[src/rtl/lsu_pkg.sv]
// Shared definitions for the memory-stage load/store unit: funct3 codes,
// FSM state encoding and the byte-enable width.
package lsu_pkg;

  localparam int BE_W = 4;

  localparam logic [2:0] F3_B  = 3'b000;
  localparam logic [2:0] F3_H  = 3'b001;
  localparam logic [2:0] F3_W  = 3'b010;
  localparam logic [2:0] F3_BU = 3'b100;
  localparam logic [2:0] F3_HU = 3'b101;

  typedef enum logic [1:0] {
    IDLE = 2'd0,
    BUSY = 2'd1,
    DONE = 2'd2
  } lsu_state_e;

endpackage

[src/rtl/lsu_align.sv]
// Combinational lane logic: byte enables, store-lane replication, legality and
// alignment flags for the request, plus load extraction/extension of the reply.
module lsu_align
  import lsu_pkg::*;
(
  input  logic            i_is_store,
  input  logic [2:0]      i_funct3,
  input  logic [1:0]      i_addr_lo,
  input  logic [31:0]     i_wdata,
  input  logic [2:0]      i_ld_funct3,
  input  logic [1:0]      i_ld_off,
  input  logic [31:0]     i_rdata,
  output logic [BE_W-1:0] o_be,
  output logic [31:0]     o_wdata,
  output logic [1:0]      o_off,
  output logic            o_illegal,
  output logic            o_misalign,
  output logic [31:0]     o_ldata
);

  function automatic logic [31:0] extend_load(input logic [2:0] f3,
                                              input logic [1:0] off,
                                              input logic [31:0] w);
    logic [31:0]        sh;
    logic signed [7:0]  b;
    logic signed [15:0] h;
    logic signed [31:0] s;
    sh = w >> {off, 3'b000};
    b  = sh[7:0];
    h  = sh[15:0];
    case (f3)
      F3_B:    begin s = b; extend_load = s; end
      F3_H:    begin s = h; extend_load = s; end
      F3_BU:   extend_load = {24'd0, sh[7:0]};
      F3_HU:   extend_load = {16'd0, sh[15:0]};
      default: extend_load = w;
    endcase
  endfunction

  // Offsets are forced onto the natural boundary so a tolerated misaligned
  // access still hits a legal lane pattern.
  always_comb begin
    o_illegal  = 1'b0;
    o_misalign = 1'b0;
    o_off      = i_addr_lo;
    o_be       = '0;
    o_wdata    = i_wdata;
    case (i_funct3[1:0])
      2'b00: begin
        o_be    = 4'b0001 << o_off;
        o_wdata = {4{i_wdata[7:0]}};
      end
      2'b01: begin
        o_misalign = i_addr_lo[0];
        o_off      = {i_addr_lo[1], 1'b0};
        o_be       = 4'b0011 << o_off;
        o_wdata    = {2{i_wdata[15:0]}};
      end
      2'b10: begin
        o_misalign = |i_addr_lo;
        o_off      = 2'b00;
        o_be       = 4'b1111;
      end
      default: o_illegal = 1'b1;
    endcase
    if (i_funct3[2] && (i_is_store || i_funct3[1]))
      o_illegal = 1'b1;
  end

  assign o_ldata = extend_load(i_ld_funct3, i_ld_off, i_rdata);

endmodule

[src/rtl/mem_stage_lsu.sv]
// Memory-stage load/store unit: IDLE/BUSY/DONE handshake FSM with timeout.
// Build option LSU_MISALIGN_TRAP_EN: trap misaligned accesses instead of aligning them.
module mem_stage_lsu
  import lsu_pkg::*;
#(
  parameter int TIMEOUT_CYCLES = 255,
  parameter int ADDR_W         = 32
) (
  input  logic              clk,
  input  logic              reset,
  input  logic              MemReadM,
  input  logic              MemWriteM,
  input  logic [2:0]        InstrM,
  input  logic [31:0]       ALUResultM,
  input  logic [31:0]       WriteDataM,
  output logic              dmem_req,
  output logic              dmem_we,
  output logic [ADDR_W-1:0] dmem_addr,
  output logic [BE_W-1:0]   dmem_be,
  output logic [31:0]       dmem_wdata,
  input  logic              dmem_ready,
  input  logic [31:0]       dmem_rdata,
  output logic [31:0]       ReadDataM,
  output logic              StallM,
  output logic              BusErrM
);

  localparam int CNT_W = (TIMEOUT_CYCLES > 1) ? $clog2(TIMEOUT_CYCLES + 1) : 1;
  localparam logic [CNT_W-1:0] CNT_LAST =
    (TIMEOUT_CYCLES > 0) ? CNT_W'(TIMEOUT_CYCLES - 1) : '0;

  lsu_state_e        r_state;
  logic [CNT_W-1:0]  r_cnt;
  logic              r_req, r_we, r_load, r_buserr;
  logic [ADDR_W-1:0] r_addr;
  logic [BE_W-1:0]   r_be;
  logic [31:0]       r_wdata, r_rdata;
  logic [2:0]        r_f3;
  logic [1:0]        r_off;

  logic              w_access, w_err, w_timeout;
  logic              w_illegal, w_misalign;
  logic [BE_W-1:0]   w_be;
  logic [31:0]       w_wdata, w_ldata;
  logic [1:0]        w_off;

  lsu_align u_align (
    .i_is_store (MemWriteM),
    .i_funct3   (InstrM),
    .i_addr_lo  (ALUResultM[1:0]),
    .i_wdata    (WriteDataM),
    .i_ld_funct3(r_f3),
    .i_ld_off   (r_off),
    .i_rdata    (dmem_rdata),
    .o_be       (w_be),
    .o_wdata    (w_wdata),
    .o_off      (w_off),
    .o_illegal  (w_illegal),
    .o_misalign (w_misalign),
    .o_ldata    (w_ldata)
  );

  assign w_access = MemReadM | MemWriteM;

`ifdef LSU_MISALIGN_TRAP_EN
  assign w_err = (MemReadM & MemWriteM) | w_illegal | w_misalign;
`else
  logic w_misalign_unused;
  assign w_misalign_unused = w_misalign;
  assign w_err = (MemReadM & MemWriteM) | w_illegal;
`endif

  assign w_timeout = (TIMEOUT_CYCLES != 0) && (r_cnt == CNT_LAST);

  // Stall covers the IDLE decode cycle and every BUSY cycle; DONE releases it.
  always_comb begin
    StallM = 1'b0;
    if (!reset) begin
      case (r_state)
        IDLE:    StallM = w_access;
        BUSY:    StallM = 1'b1;
        default: StallM = 1'b0;
      endcase
    end
  end

  always_ff @(posedge clk) begin
    if (reset) begin
      r_state  <= IDLE;
      r_cnt    <= '0;
      r_req    <= 1'b0;
      r_we     <= 1'b0;
      r_addr   <= '0;
      r_be     <= '0;
      r_wdata  <= '0;
      r_rdata  <= '0;
      r_buserr <= 1'b0;
      r_load   <= 1'b0;
      r_f3     <= '0;
      r_off    <= '0;
    end else begin
      r_buserr <= 1'b0;
      case (r_state)
        IDLE: begin
          r_cnt <= '0;
          if (w_access) begin
            if (w_err) begin
              r_rdata  <= '0;
              r_buserr <= 1'b1;
              r_state  <= DONE;
            end else begin
              r_req   <= 1'b1;
              r_we    <= MemWriteM;
              r_addr  <= {ALUResultM[ADDR_W-1:2], 2'b00};
              r_be    <= w_be;
              r_wdata <= w_wdata;
              r_f3    <= InstrM;
              r_off   <= w_off;
              r_load  <= MemReadM;
              r_state <= BUSY;
            end
          end
        end
        BUSY: begin
          r_cnt <= r_cnt + 1'b1;
          // A completion in the same cycle as the timeout still counts.
          if (dmem_ready) begin
            r_req   <= 1'b0;
            if (r_load) r_rdata <= w_ldata;
            r_state <= DONE;
          end else if (w_timeout) begin
            r_req    <= 1'b0;
            r_buserr <= 1'b1;
            r_rdata  <= '0;
            r_state  <= DONE;
          end
        end
        DONE: begin
          r_cnt   <= '0;
          r_state <= IDLE;
        end
        default: r_state <= IDLE;
      endcase
    end
  end

  assign dmem_req   = r_req;
  assign dmem_we    = r_we;
  assign dmem_addr  = r_addr;
  assign dmem_be    = r_be;
  assign dmem_wdata = r_wdata;
  assign ReadDataM  = r_rdata;
  assign BusErrM    = r_buserr;

endmodule

[config.mk]
export PLATFORM = sky130hd
export DESIGN_NAME = mem_stage_lsu
export DESIGN_NICKNAME = d
export VERILOG_FILES = /design/src/rtl/lsu_pkg.sv /design/src/rtl/lsu_align.sv /design/src/rtl/mem_stage_lsu.sv
export SDC_FILE = /design/constraint.sdc
export NUM_CORES = 1
export LEC_CHECK = 0
export ABC_CLOCK_PERIOD_IN_PS = 2100
export BUFFER_PORTS_ARGS = -buffer_cell sky130_fd_sc_hd__buf_2
export CAP_MARGIN = 20
export CORE_MARGIN = 2
export CORE_UTILIZATION = 40
export CTS_CLUSTER_DIAMETER = 50
export CTS_CLUSTER_SIZE = 40
export DETAILED_ROUTE_END_ITERATION = 10
export GPL_ROUTABILITY_DRIVEN = 0
export HOLD_SLACK_MARGIN = 0.05
export MAX_ROUTING_LAYER = met4
export PLACE_DENSITY = 0.67
export SLEW_MARGIN = 25
export SYNTH_ARGS = -nofsm -noshare
export SYNTH_HDL_FRONTEND = slang
export SYNTH_SLANG_ARGS = --single-unit
[constraint.sdc]
create_clock -name clk -period 2.1 [get_ports clk]
set_clock_uncertainty 0.15 [all_clocks]
set_input_delay 0.315 -clock clk [delete_from_list [all_inputs] [get_ports clk]]
set_output_delay 0.315 -clock clk [all_outputs]
set_load 0.1 [all_outputs]
==> run summary <==
The run finished with clean final reports. The global-route total usage across every layer is 0.259. The final period demand of the worst path is 2030 ps. The achievable clock frequency came out at 0.493 GHz. The slew at the pin closest to its max-slew limit came out at 698 ps. Of the total power, the share spent switching nets is 0.339.

The smallest hold slack came out at 64.9 ps. The dominant register cell in the synthesized netlist is dfxtp_1. The vertical extent of the die is 121 um. The clock net in this run drives a total of 117 sinks. The critical register-to-register path startpoint is r_off[0].

The number of pins exceeding their max-slew limit in the final report came out at 0. STA puts the critical path data required time at 1630 ps. The number of endpoints with negative hold slack in the final report is 0.

The minimum setup slack after placement is 59.1 ps. The filler-free cell count of the finished design came out at 1,078. The core region is 13,300 um^2.

The net switching power came out at 2.38 mW. The area added between synthesis and finish came out at 45.6%. The combinational group share of total power came out at 0.255. The kind of critical path is reg -> out. The number of flip-flops and latches in the synthesized netlist is 117.

The end of the worst register-to-register path is ReadDataM[15]. The combined flip-flop and latch cell area is 2340 um^2. The tree is rooted in a clkbuf_16. The via count of the first global-routing pass is 5,914.

The mean post-synth cell area is 8.66 um^2. The clock network power share is 0.402. The number of primary I/O pins is 208. The number of routed nets with antenna violations came out at 0. The worst reg2reg path depth is 4. The H-tree generated during clock tree synthesis spans 4 levels.

The number of nets in the layout came out at 998. The share of the clock period used by the worst path after layout is 0.965. The kind of end point of the critical path is an output port. The detailed placement HPWL came out at 12,100 um. The x dimension of the die is 121 um. The initial utilization of the core area, before any placement, comes to 0.413.

The power density over cell area is 874 nW/um^2. The reported leakage power came out at 3.42 nW. The largest fanout on the critical path came out at 7. The detail-routed net length per standard cell is 17.4 um. The filler cell count in the final layout is 1,126. The first global-routing pass estimated 29,400 um of wire. The internal power component came out at 4.63 mW. The fraction of synthesis flops using an asynchronous set or reset pin came out at 0. Setup repair after global routing left no endpoint under its margin. The worst setup path is launched from a register.

The count of different cell masters after synthesis came out at 56. The top-area cell type share of the netlist area came out at 0.425. The Yosys warning count came out at 0. In this run, placement finished with an instance count of 984. The port buffer count came out at 205. By area the synthesized netlist is led by dfxtp_1, a21oi_1, o21ai_0.

The sequential share of power is 0.342. The dominant cell by count in the synthesized netlist is dfxtp_1. The number of enable flip-flop cells after synthesis is 0. In this run the core area contains 42 standard-cell rows.

The overall via count from detail_route is 6,089. The setup total negative slack came out at 0 ps. The clock passes through at most 2 buffers.

The worst path meets setup with 73.1 ps of slack. The path class of the tightest hold or removal check is in -> reg. In this run, the number of DRC markers left after iteration 0 of detailed routing was 565. Entering global routing, the biggest net connects 67 pins. The initial antenna violation count came to 2. The remaining global-route overflow came out at 0. The area taken by multi-input logic gates came out at 2840 um^2. The full die area came out at 14,700 um^2. The clock reaches the later pin of the worst-skew pair after 420 ps.

In this run the worst setup path begins at r_state[0]. After clock tree synthesis, the clock-pin slew on the worst setup and hold paths is 50 ps. The CTS tree is done. Using the TritonRoute via totals, the vias-per-cell ratio works out to 5.65. The wire length after detailed routing is 18,700 um. The count of endpoints failing setup in the final report came out at 0.

The detailed-route DRC error count came out at 0. The arrival time of the worst setup path is 1560 ps. The critical path capture point is StallM. The post-synthesis cell area is 5510 um^2.

dfxtp_1 takes more of the synthesized area than any other cell. Setup slack on the worst reg-to-reg path comes out at 120 ps. After technology mapping, the gate count stands at 636.

Buffers inserted during clock tree synthesis total 17. Of the synthesized area, sequential elements account for 0.425. The fraction of layout instances using a drive strength above 1 came out at 0.313. The number of search-and-repair iterations in the first detailed-routing pass is 5. Max-cap violations in this run came to 0. The worst-case IR drop observed on VDD is 0.603 mV. The remaining max-slew budget at the tightest pin came out at 0.534. In the synthesized netlist, the cells that appear most often are dfxtp_1, a21oi_1, o21ai_0, nand3_1, clkbuf_1.
layout by cell type (no fill, tap or decap), types with 5 or more instances in the layout:
cell type      Yosys  routed
a311oi_1           8       8
buf_4              3      26
o211ai_1          15      15
buf_2             13     204
nand3_1           50      50
and2_1             5       5
nand2b_1          14      14
dfxtp_1          117     117
a221o_1           25      25
inv_1             18      18
buf_12             0       7
a211oi_1          17      16
nor2b_1            8       8
clkbuf_16          0      17
o21ai_0           64      64
nor2_1            16      16
o2111ai_1          7       7
dlygate4sd3_1      0      61
mux2i_1           19      18
ha_1               6       6
clkinv_2           0       6
nand2_1           20      20
a22o_1             8       8
a21oi_1          100     100
logic make-up after synthesis:
group / after synthesis / share of synthesized area
AO/OA/AOI/OAI: 262 / 0.307
AND/OR/NAND/NOR: 139 / 0.139
flip-flops: 117 / 0.425
buffers and inverters: 84 / 0.0663
multiplexers: 22 / 0.0407
adder cells (fa/ha/maj): 6 / 0.0136
XOR/XNOR: 5 / 0.00795
other: 1 / 0.000681
critical path, cell delays in order, from the launching register on:
cell and delay (ps):
dfxtp_1 350, buf_4 160, inv_1 110, a211oi_4 300, buf_12 220
per-layer routing:
layer  track usage  routed length [um]  vias up  part of all wire
met5             -                   0        -                 0
met4         0.111                 550        0             0.029
met3        0.0691                1380       53             0.074
met2         0.413                9120      283              0.49
met1         0.308                7680     2879              0.41
li1              -                   -     2874                 -
cell type report:
class | instances | area share
Timing Repair Buffer | 298 | 0.245
Multi-Input combinational cell | 436 | 0.354
Clock inverter | 10 | 0.0131
Inverter | 18 | 0.00842
Antenna cell | 2 | 0.000624
Clock buffer | 21 | 0.0587
Tap cell | 176 | 0.0275
Sequential cell | 117 | 0.292
flip-flops by register name, summed over array words and instances (netlist names):
| name | flops |
|---|---|
| BusErrM | 1 |
| ReadDataM | 32 |
| dmem_addr | 30 |
| dmem_be | 4 |
| dmem_req | 1 |
| dmem_wdata | 32 |
| dmem_we | 1 |
| r_cnt | 8 |
| r_f3 | 3 |
| r_load | 1 |
| r_off | 2 |
| r_state | 2 |
through the flow:
step / instance area [um^2] / power (mW) / util
2_1_floorplan: 5530 / 3.67 / -
5_1_grt: 8020 / 7.25 / 0.601
3_3_place_gp: 6820 / 4.09 / 0.511
3_5_place_dp: 6820 / 4.12 / 0.511
4_1_cts: 8010 / 7.03 / 0.600
6_report: 8020 / 7.01 / 0.601
what timing repair did:
item                                    4_1_cts  5_1_grt
gates resized for setup                       0        2
endpoints found under the hold margin        61        0
hold buffers                                 61        0
endpoints found under the setup margin        0        8
buffers inserted                              0        0
worst min path at each step:
stage                   start            end  slack [ps]  cells after the start
3_5_place_dp       dmem_be[0]     dmem_be[0]         310                      2
2_1_floorplan  dmem_rdata[22]  ReadDataM[22]         300                      1
6_report        WriteDataM[7]  dmem_wdata[7]          60                      3
4_1_cts         WriteDataM[7]  dmem_wdata[7]          50                      3
3_3_place_gp    dmem_addr[25]  dmem_addr[25]         310                      2
5_1_grt         WriteDataM[7]  dmem_wdata[7]          70                      3
power groups by stage:
stage / Combinational (mW) / Sequential, mW / Clock, mW
after floorplan: 0.554 / 3.12 / 0
after global placement: 1.65 / 2.44 / 0
after detailed placement: 1.68 / 2.44 / 0
after CTS: 1.76 / 2.40 / 2.86
after global routing: 1.88 / 2.41 / 2.95
final: 1.79 / 2.40 / 2.82
(Power assumes the default switching activity.)
